$ cat src/rtl/pc_next_gen_pkg.sv
// Shared constants for the fetch-PC generator: counter encodings, branch
// direction constants and default bus width / reset PC.
package pc_next_gen_pkg;

  localparam int          DEFAULT_ADDR_W   = 32;
  localparam logic [31:0] DEFAULT_RESET_PC = 32'h0000_0000;

  localparam logic BRANCH     = 1'b1;
  localparam logic NOT_BRANCH = 1'b0;

  typedef enum logic [1:0] {
    CNT_SNT = 2'b00,
    CNT_WNT = 2'b01,
    CNT_WT  = 2'b10,
    CNT_ST  = 2'b11
  } bp_cnt_e;

endpackage

$ cat src/rtl/pc_next_gen_btb_table.sv
// Branch target buffer: direct-mapped storage, combinational lookup,
// synchronous update with 2-bit saturating direction counters.
module btb_table
  import pc_next_gen_pkg::*;
#(
  parameter int ADDR_W    = DEFAULT_ADDR_W,
  parameter int BTB_DEPTH = 16
) (
  input  logic              clk,
  input  logic              rst_n,
  input  logic [ADDR_W-3:0] lookup_word_i,
  output logic              hit_taken_o,
  output logic [ADDR_W-1:0] hit_target_o,
  input  logic              upd_valid_i,
  input  logic [ADDR_W-3:0] upd_word_i,
  input  logic              upd_taken_i,
  input  logic [ADDR_W-1:0] upd_target_i
);

  localparam int IDX_W = $clog2(BTB_DEPTH);
  localparam int TAG_W = ADDR_W - 2 - IDX_W;

  logic [BTB_DEPTH-1:0] valid_r;
  logic [TAG_W-1:0]     tag_r    [BTB_DEPTH];
  logic [ADDR_W-1:0]    target_r [BTB_DEPTH];
  logic [1:0]           cnt_r    [BTB_DEPTH];

  logic [IDX_W-1:0] lk_idx_s;
  logic [TAG_W-1:0] lk_tag_s;
  logic [IDX_W-1:0] upd_idx_s;
  logic [TAG_W-1:0] upd_tag_s;
  logic             upd_hit_s;

  function automatic logic [1:0] cnt_next(input logic [1:0] cnt, input logic taken);
    logic [1:0] res;
    if (taken == BRANCH) begin
      res = (cnt == CNT_ST) ? CNT_ST : cnt + 2'd1;
    end else begin
      res = (cnt == CNT_SNT) ? CNT_SNT : cnt - 2'd1;
    end
    return res;
  endfunction

  assign lk_idx_s  = lookup_word_i[IDX_W-1:0];
  assign lk_tag_s  = lookup_word_i[ADDR_W-3:IDX_W];
  assign upd_idx_s = upd_word_i[IDX_W-1:0];
  assign upd_tag_s = upd_word_i[ADDR_W-3:IDX_W];
  assign upd_hit_s = valid_r[upd_idx_s] && (tag_r[upd_idx_s] == upd_tag_s);

  // Reads see pre-update contents; writes land at the clock edge.
  assign hit_taken_o  = valid_r[lk_idx_s] && (tag_r[lk_idx_s] == lk_tag_s) && cnt_r[lk_idx_s][1];
  assign hit_target_o = target_r[lk_idx_s];

  // Valid bits: cleared by reset, set on allocation of a taken miss.
  always_ff @(posedge clk or negedge rst_n) begin
    if (!rst_n) begin
      valid_r <= '0;
    end else if (upd_valid_i && !upd_hit_s && (upd_taken_i == BRANCH)) begin
      valid_r[upd_idx_s] <= 1'b1;
    end
  end

  // Entry payload: counter training on hit, full overwrite on taken miss.
  always_ff @(posedge clk) begin
    if (upd_valid_i && rst_n) begin
      if (upd_hit_s) begin
        cnt_r[upd_idx_s] <= cnt_next(cnt_r[upd_idx_s], upd_taken_i);
        if (upd_taken_i == BRANCH) begin
          target_r[upd_idx_s] <= upd_target_i;
        end
      end else if (upd_taken_i == BRANCH) begin
        tag_r[upd_idx_s]    <= upd_tag_s;
        target_r[upd_idx_s] <= upd_target_i;
        cnt_r[upd_idx_s]    <= CNT_WT;
      end
    end
  end

endmodule

$ cat src/rtl/pc_next_gen.sv
// Registered fetch PC with flush / mispredict / stall / prediction select.
// Dynamic prediction via btb_table is present only when BTB_EN is defined.
module pc_next_gen
  import pc_next_gen_pkg::*;
#(
  parameter int                ADDR_W    = DEFAULT_ADDR_W,
  parameter int                BTB_DEPTH = 16,
  parameter logic [ADDR_W-1:0] RESET_PC  = ADDR_W'(DEFAULT_RESET_PC)
) (
  input  logic              clk,
  input  logic              rst_n,
  input  logic              stall_i,
  input  logic              flush_i,
  input  logic [ADDR_W-1:0] flush_addr_i,
  input  logic              resolve_valid_i,
  input  logic [ADDR_W-1:0] resolve_pc_i,
  input  logic              resolve_taken_i,
  input  logic [ADDR_W-1:0] resolve_target_i,
  input  logic              mispredict_i,
  output logic [ADDR_W-1:0] pc_o,
  output logic [ADDR_W-1:0] pc_plus_4_o,
  output logic              pred_taken_o,
  output logic [ADDR_W-1:0] pred_target_o
);

  localparam logic [ADDR_W-1:0] PC_STEP = ADDR_W'(3'd4);

  logic [ADDR_W-1:0] pc_r;
  logic [ADDR_W-1:0] next_pc_s;
  logic [ADDR_W-1:0] pc_plus_4_s;
  logic [ADDR_W-1:0] redirect_pc_s;
  logic              pred_taken_s;
  logic [ADDR_W-1:0] pred_target_s;

  assign pc_plus_4_s = pc_r + PC_STEP;

`ifdef BTB_EN
  logic              btb_taken_s;
  logic [ADDR_W-1:0] btb_target_s;

  btb_table #(
    .ADDR_W    (ADDR_W),
    .BTB_DEPTH (BTB_DEPTH)
  ) u_btb (
    .clk           (clk),
    .rst_n         (rst_n),
    .lookup_word_i (pc_r[ADDR_W-1:2]),
    .hit_taken_o   (btb_taken_s),
    .hit_target_o  (btb_target_s),
    .upd_valid_i   (resolve_valid_i),
    .upd_word_i    (resolve_pc_i[ADDR_W-1:2]),
    .upd_taken_i   (resolve_taken_i),
    .upd_target_i  (resolve_target_i)
  );

  assign pred_taken_s  = btb_taken_s;
  assign pred_target_s = btb_taken_s ? btb_target_s : pc_plus_4_s;
`else
  // Static not-taken: every taken branch comes back as a mispredict.
  assign pred_taken_s  = 1'b0;
  assign pred_target_s = pc_plus_4_s;
`endif

  // Next-PC priority: flush > mispredict > stall > prediction > sequential.
  always_comb begin
    redirect_pc_s = (resolve_taken_i == BRANCH) ? resolve_target_i : resolve_pc_i + PC_STEP;
    next_pc_s     = pc_plus_4_s;
    if (flush_i) begin
      next_pc_s = flush_addr_i;
    end else if (resolve_valid_i && mispredict_i) begin
      next_pc_s = redirect_pc_s;
    end else if (stall_i) begin
      next_pc_s = pc_r;
    end else if (pred_taken_s) begin
      next_pc_s = pred_target_s;
    end else begin
      next_pc_s = pc_plus_4_s;
    end
  end

  // Architectural fetch PC register.
  always_ff @(posedge clk or negedge rst_n) begin
    if (!rst_n) begin
      pc_r <= RESET_PC;
    end else begin
      pc_r <= next_pc_s;
    end
  end

  assign pc_o          = pc_r;
  assign pc_plus_4_o   = pc_plus_4_s;
  assign pred_taken_o  = pred_taken_s;
  assign pred_target_o = pred_target_s;

endmodule

$ cat config.mk
export PLATFORM = sky130hd
export DESIGN_NAME = pc_next_gen
export DESIGN_NICKNAME = d
export VERILOG_FILES = /design/src/rtl/pc_next_gen_pkg.sv /design/src/rtl/pc_next_gen_btb_table.sv /design/src/rtl/pc_next_gen.sv
export SDC_FILE = /design/constraint.sdc
export NUM_CORES = 1
export LEC_CHECK = 0
export BUFFER_PORTS_ARGS = -buffer_cell sky130_fd_sc_hd__buf_4
export CAP_MARGIN = 20
export CELL_PAD_IN_SITES_DETAIL_PLACEMENT = 1
export CELL_PAD_IN_SITES_GLOBAL_PLACEMENT = 2
export CORE_ASPECT_RATIO = 0.8
export CORE_UTILIZATION = 24
export DETAILED_ROUTE_END_ITERATION = 8
export PLACE_DENSITY = 0.85
export SLEW_MARGIN = 40
export SYNTH_ARGS = -nofsm -noshare
export SYNTH_HDL_FRONTEND = slang
export SYNTH_SLANG_ARGS = --single-unit
$ cat constraint.sdc
create_clock -name clk -period 2.7 [get_ports clk]
set_input_delay 0.54 -clock clk [delete_from_list [all_inputs] [get_ports clk]]
set_output_delay 0.54 -clock clk [all_outputs]
set_load 0.05 [all_outputs]
======== Word-level counts from Yosys, hierarchy flattened ========
Index checks and enable logic that the tools add are counted.
cells by class
  add/sub/neg operators ................... 2
  $mul .................................... 0
  div/mod/pow operators ................... 0
  magnitude comparators ................... 0
  equality and inequality tests ........... 1
  shift operators ......................... 0
  muxes and demuxes ....................... 4
  bitwise gates (word level) .............. 0
  reductions and logical operators ........ 1
operator list
  kind                                            count
  2-to-1 mux 32 bit                               4
  adder 32 x 3 -> 32 bit (second input constant)  2
  != test 3 x 1 -> 1 bit (second input constant)  1
  logical AND 1 bit                               1
storage, ports and cells
  register bits ........................... 32
  bits in latches ......................... 0
  RAM bits ................................ 0
  memory bits (read-only) ................. 0
  input port bits ......................... 103
  memories ................................ 0

======== Depth between registers and ports, before layout ========
  depth after elaboration ................. 4
  depth in mapped cells ................... 9
  depth with buffers taken out ............ 7

======== Least setup slack after synthesis ========
No wires, ideal clock.
  path type ............................... register to output
  start point ............................. register pc_r[2] (netlist: pc_o[2])
  end point ............................... output port pred_target_o[28]
  arrival time ............................ 3.150 ns
  path slack .............................. -0.990 ns
  stages on the path, launching flop included .. 7
  buffers on the path ..................... 1
  cell sequence ........................... dfrtp_1 ha_1 and3_1 nand3_1 or4_4 xnor2_1 buf_4
on the way
  longest elaborated chain between the ends .. 1
RTL lines
  what                    line               text
  start, declared         pc_next_gen.sv:28  logic [ADDR_W-1:0] pc_r;
  start signal, assigned  pc_next_gen.sv:86  pc_r <= next_pc_s;
  adder 32 x 3 -> 32 bit  pc_next_gen.sv:35  assign pc_plus_4_s = pc_r + PC_STEP;
  end, declared           pc_next_gen.sv:23  output logic [ADDR_W-1:0] pred_target_o
No other way between the ends.

======== Final worst setup path ========
  start point ............................. register pc_r[2] (netlist: pc_o[2])
  end point ............................... output port pred_target_o[31]
The elaborated chain is that of the path after synthesis.

==> run summary <==
fmax -> 371 MHz
CP Max Fanout -> 6
htree depth -> 2
Yosys Warn Count -> 0
Via density -> 5.04
worst vdd ir -> 0.245 mV
slowest cell on the critical path -> nor4_4
final total power -> 3.03 mW
share of the synthesized area in the top cell type -> 0.216
DRT Pass-1 Iters -> 4
drt total wl -> 17.6 mm
Sink Count -> 32
Post-synth ARST share -> 1.00
hpwl dp -> 14.0 mm
drt drc -> 0
fill cell count -> 1836
Worst-Skew Late Latency -> 0.28 ns
first-pass GRT wire length -> 26.3 mm
worst slew pin tran -> 0.567 ns
Netlist cell types -> 57
Commonest cells post-synth -> nand2_1 (53), nor2_1 (45), buf_4 (35)
CP required -> 2.16 ns
floorplan die width -> 141 um
Iter 0 DRT Violations -> 305
Synth Register Bits -> 32
total track usage -> 0.214
Synth-to-Final Area Change -> 66.0%
crit-path cells -> buf_6 > nand4_4 > nor4_4 > nand3_2 > nor2_4 > xor2_4 > buf_6
top cells by area, synth -> dfrtp_1 (22%), xnor2_1 (7.3%), buf_4 (7.1%)
layout cells sized above 1 -> 0.487
Max Cap Viol -> 0
vias in the first global route -> 4500
starting density of the core -> 0.247
die area -> 16000 um2
clock buffer depth -> 2
via count -> 4568
top-count cell post-synth -> nand2_1
unrepaired setup endpoints after global routing -> yes
Root Driver -> clkbuf_16
antenna viol nets, final -> 0
Setup Skew -> 0.00866 ns
Largest delay share family, worst path -> simple AND/OR/NAND/NOR gates
Post-CTS Hold Fix Bufs -> 0
Crit Reg-Reg Startpoint -> pc_o[19]$_DFFE_PN0P_
fin crit period -> 2.69 ns
prevailing post-synth register cell -> dfrtp_1
hold crit path type -> in -> async
Worst-path clk slew -> 0.06 ns
fin crit share -> 0.998
Final Net Count -> 800
Hold Vio Cnt, Final -> 0
leading area contributor after synthesis -> dfrtp_1
RD Place Congestion -> 0.842
R2R cell count -> 6
setup violators final -> 0
Critical R2R Capture -> pc_o[23]$_DFFE_PN0P_
DP Area -> 5750 um2
gr ovfl total -> 0
utilization after layout -> 0.409
ANT cells -> 0
PortBufs -> 198
largest net degree at the start of global routing -> 33
antenna violations before repair -> 0
CTS Buf Count -> 5
Critical Path Max Stage Delay -> 0.45 ns
cell count after synthesis -> 498
P_leak -> 2.72 nW
I/O pin count -> 200
R2R Setup Slk -> 0.44 ns
Avg Inst Size Synth -> 7.46 um2
Slew headroom -> 0.618
endpoint type of the worst setup path -> primary output
crit-path most repeated cell -> buf_6
sequential area share after synthesis -> 0.216
max FFs per register -> 32
routed length per instance -> 19.4 um
syn_nets -> 603
Post-synth EDFFs -> 0
outcome -> complete, no violations
FP Rows -> 40
Critical path buffers and inverters -> 2
Slew Limit Fails -> 0
Core Area -> 15100 um2
Design Area, Final -> 6160 um2
Worst EP arrival -> 2.15 ns
CTS tree -> yes
Post-Syn Area -> 3710 um2
pwr dens -> 492 nW/um2
Worst setup SP type -> register
Setup CP Type -> reg -> out
Die H -> 113 um
[cells in the final DEF, fill, tap and decap left out, types with 7 or more instances in the layout]
cell type | synthesis | final
xnor2_4 | 0 | 9
dfrtp_1 | 32 | 9
a31oi_1 | 10 | 10
and3_1 | 12 | 9
buf_6 | 0 | 13
a21oi_1 | 29 | 29
nor4_1 | 7 | 7
o21ai_0 | 29 | 29
nand4_1 | 17 | 17
o21a_1 | 7 | 7
nor2_1 | 45 | 38
o211ai_1 | 8 | 8
xor2_1 | 26 | 17
nand3_1 | 27 | 22
dfrtp_2 | 0 | 23
buf_4 | 35 | 235
xnor2_1 | 31 | 16
nand2_1 | 53 | 52
inv_1 | 11 | 11
[worst register-to-register path: stages, from the launching register on]
cell and delay (ns):
dfrtp_2 0.44, and4_4 0.26, and4_4 0.24, nand4_1 0.34, or3b_2 0.56, a21boi_0 0.20, o22ai_1 0.09
[per-layer routing]
layer  up-vias  GRT usage  share of wire
met1      2227      0.324           0.48
met3        13     0.0186          0.062
met5         -          0              0
met4         0     0.0370          0.010
li1       2167          -              -
met2       161      0.331           0.44
[report_power, final]
part	switching, mW	internal, mW	total [mW]
Combinational	1.16	0.619	1.78
Sequential	0.116	0.547	0.663
Clock	0.221	0.368	0.589
[what timing repair did]
item / 4_1_cts / 5_1_grt
pin swaps: 2 / 7
setup endpoints to repair: 20 / 24
gates resized for setup: 15 / 23
setup buffers: 4 / 15
gates cloned: 0 / 0
[cell families after synthesis]
| kind of cell | share of synthesized area |
|---|---|
| DFF | 0.216 |
| xor gates and xnor gates | 0.134 |
| muxes | 0.0165 |
| adders and majority gates | 0.00674 |
| AOI/OAI and AO/OA | 0.215 |
| other | 0.00101 |
| buffers and inverters | 0.107 |
| and+or+nand+nor | 0.304 |
[per-stage QoR]
stage          cells  TNS (ns)  hold slack (ns)  setup slack [ns]
2_1_floorplan    498     -1.93            0.244            -0.244
3_3_place_gp     879         0            0.523             0.204
3_5_place_dp     879         0            0.523             0.179
4_1_cts          891         0            0.229           0.00947
5_1_grt          906    -0.357            0.252           -0.0729
6_report         906         0            0.207           0.00534
[worst max path at each step]
stage                             start  slack [ns]                 to  depth (start not counted)
floorplan           pc_o[2]$_DFFE_PN0P_       -0.24  pred_target_o[28]                          6
global placement    pc_o[2]$_DFFE_PN0P_        0.20    pc_plus_4_o[28]                          6
detailed placement  pc_o[2]$_DFFE_PN0P_        0.18  pred_target_o[28]                          6
CTS                 pc_o[6]$_DFFE_PN0P_       0.009  pred_target_o[27]                          7
global route        pc_o[2]$_DFFE_PN0P_       -0.07    pc_plus_4_o[31]                          7
finish              pc_o[2]$_DFFE_PN0P_       0.005  pred_target_o[31]                          7
[cell type report]
cell class,count,area [um2],area share
Tap cell,210,263,0.0426
Sequential cell,32,830,0.135
Clock buffer,8,146,0.0238
Timing Repair Buffer,248,1910,0.310
Inverter,12,45.0,0.00731
Multi-Input combinational cell,396,2970,0.482
No activity file was read; power rests on OpenSTA's default activity.
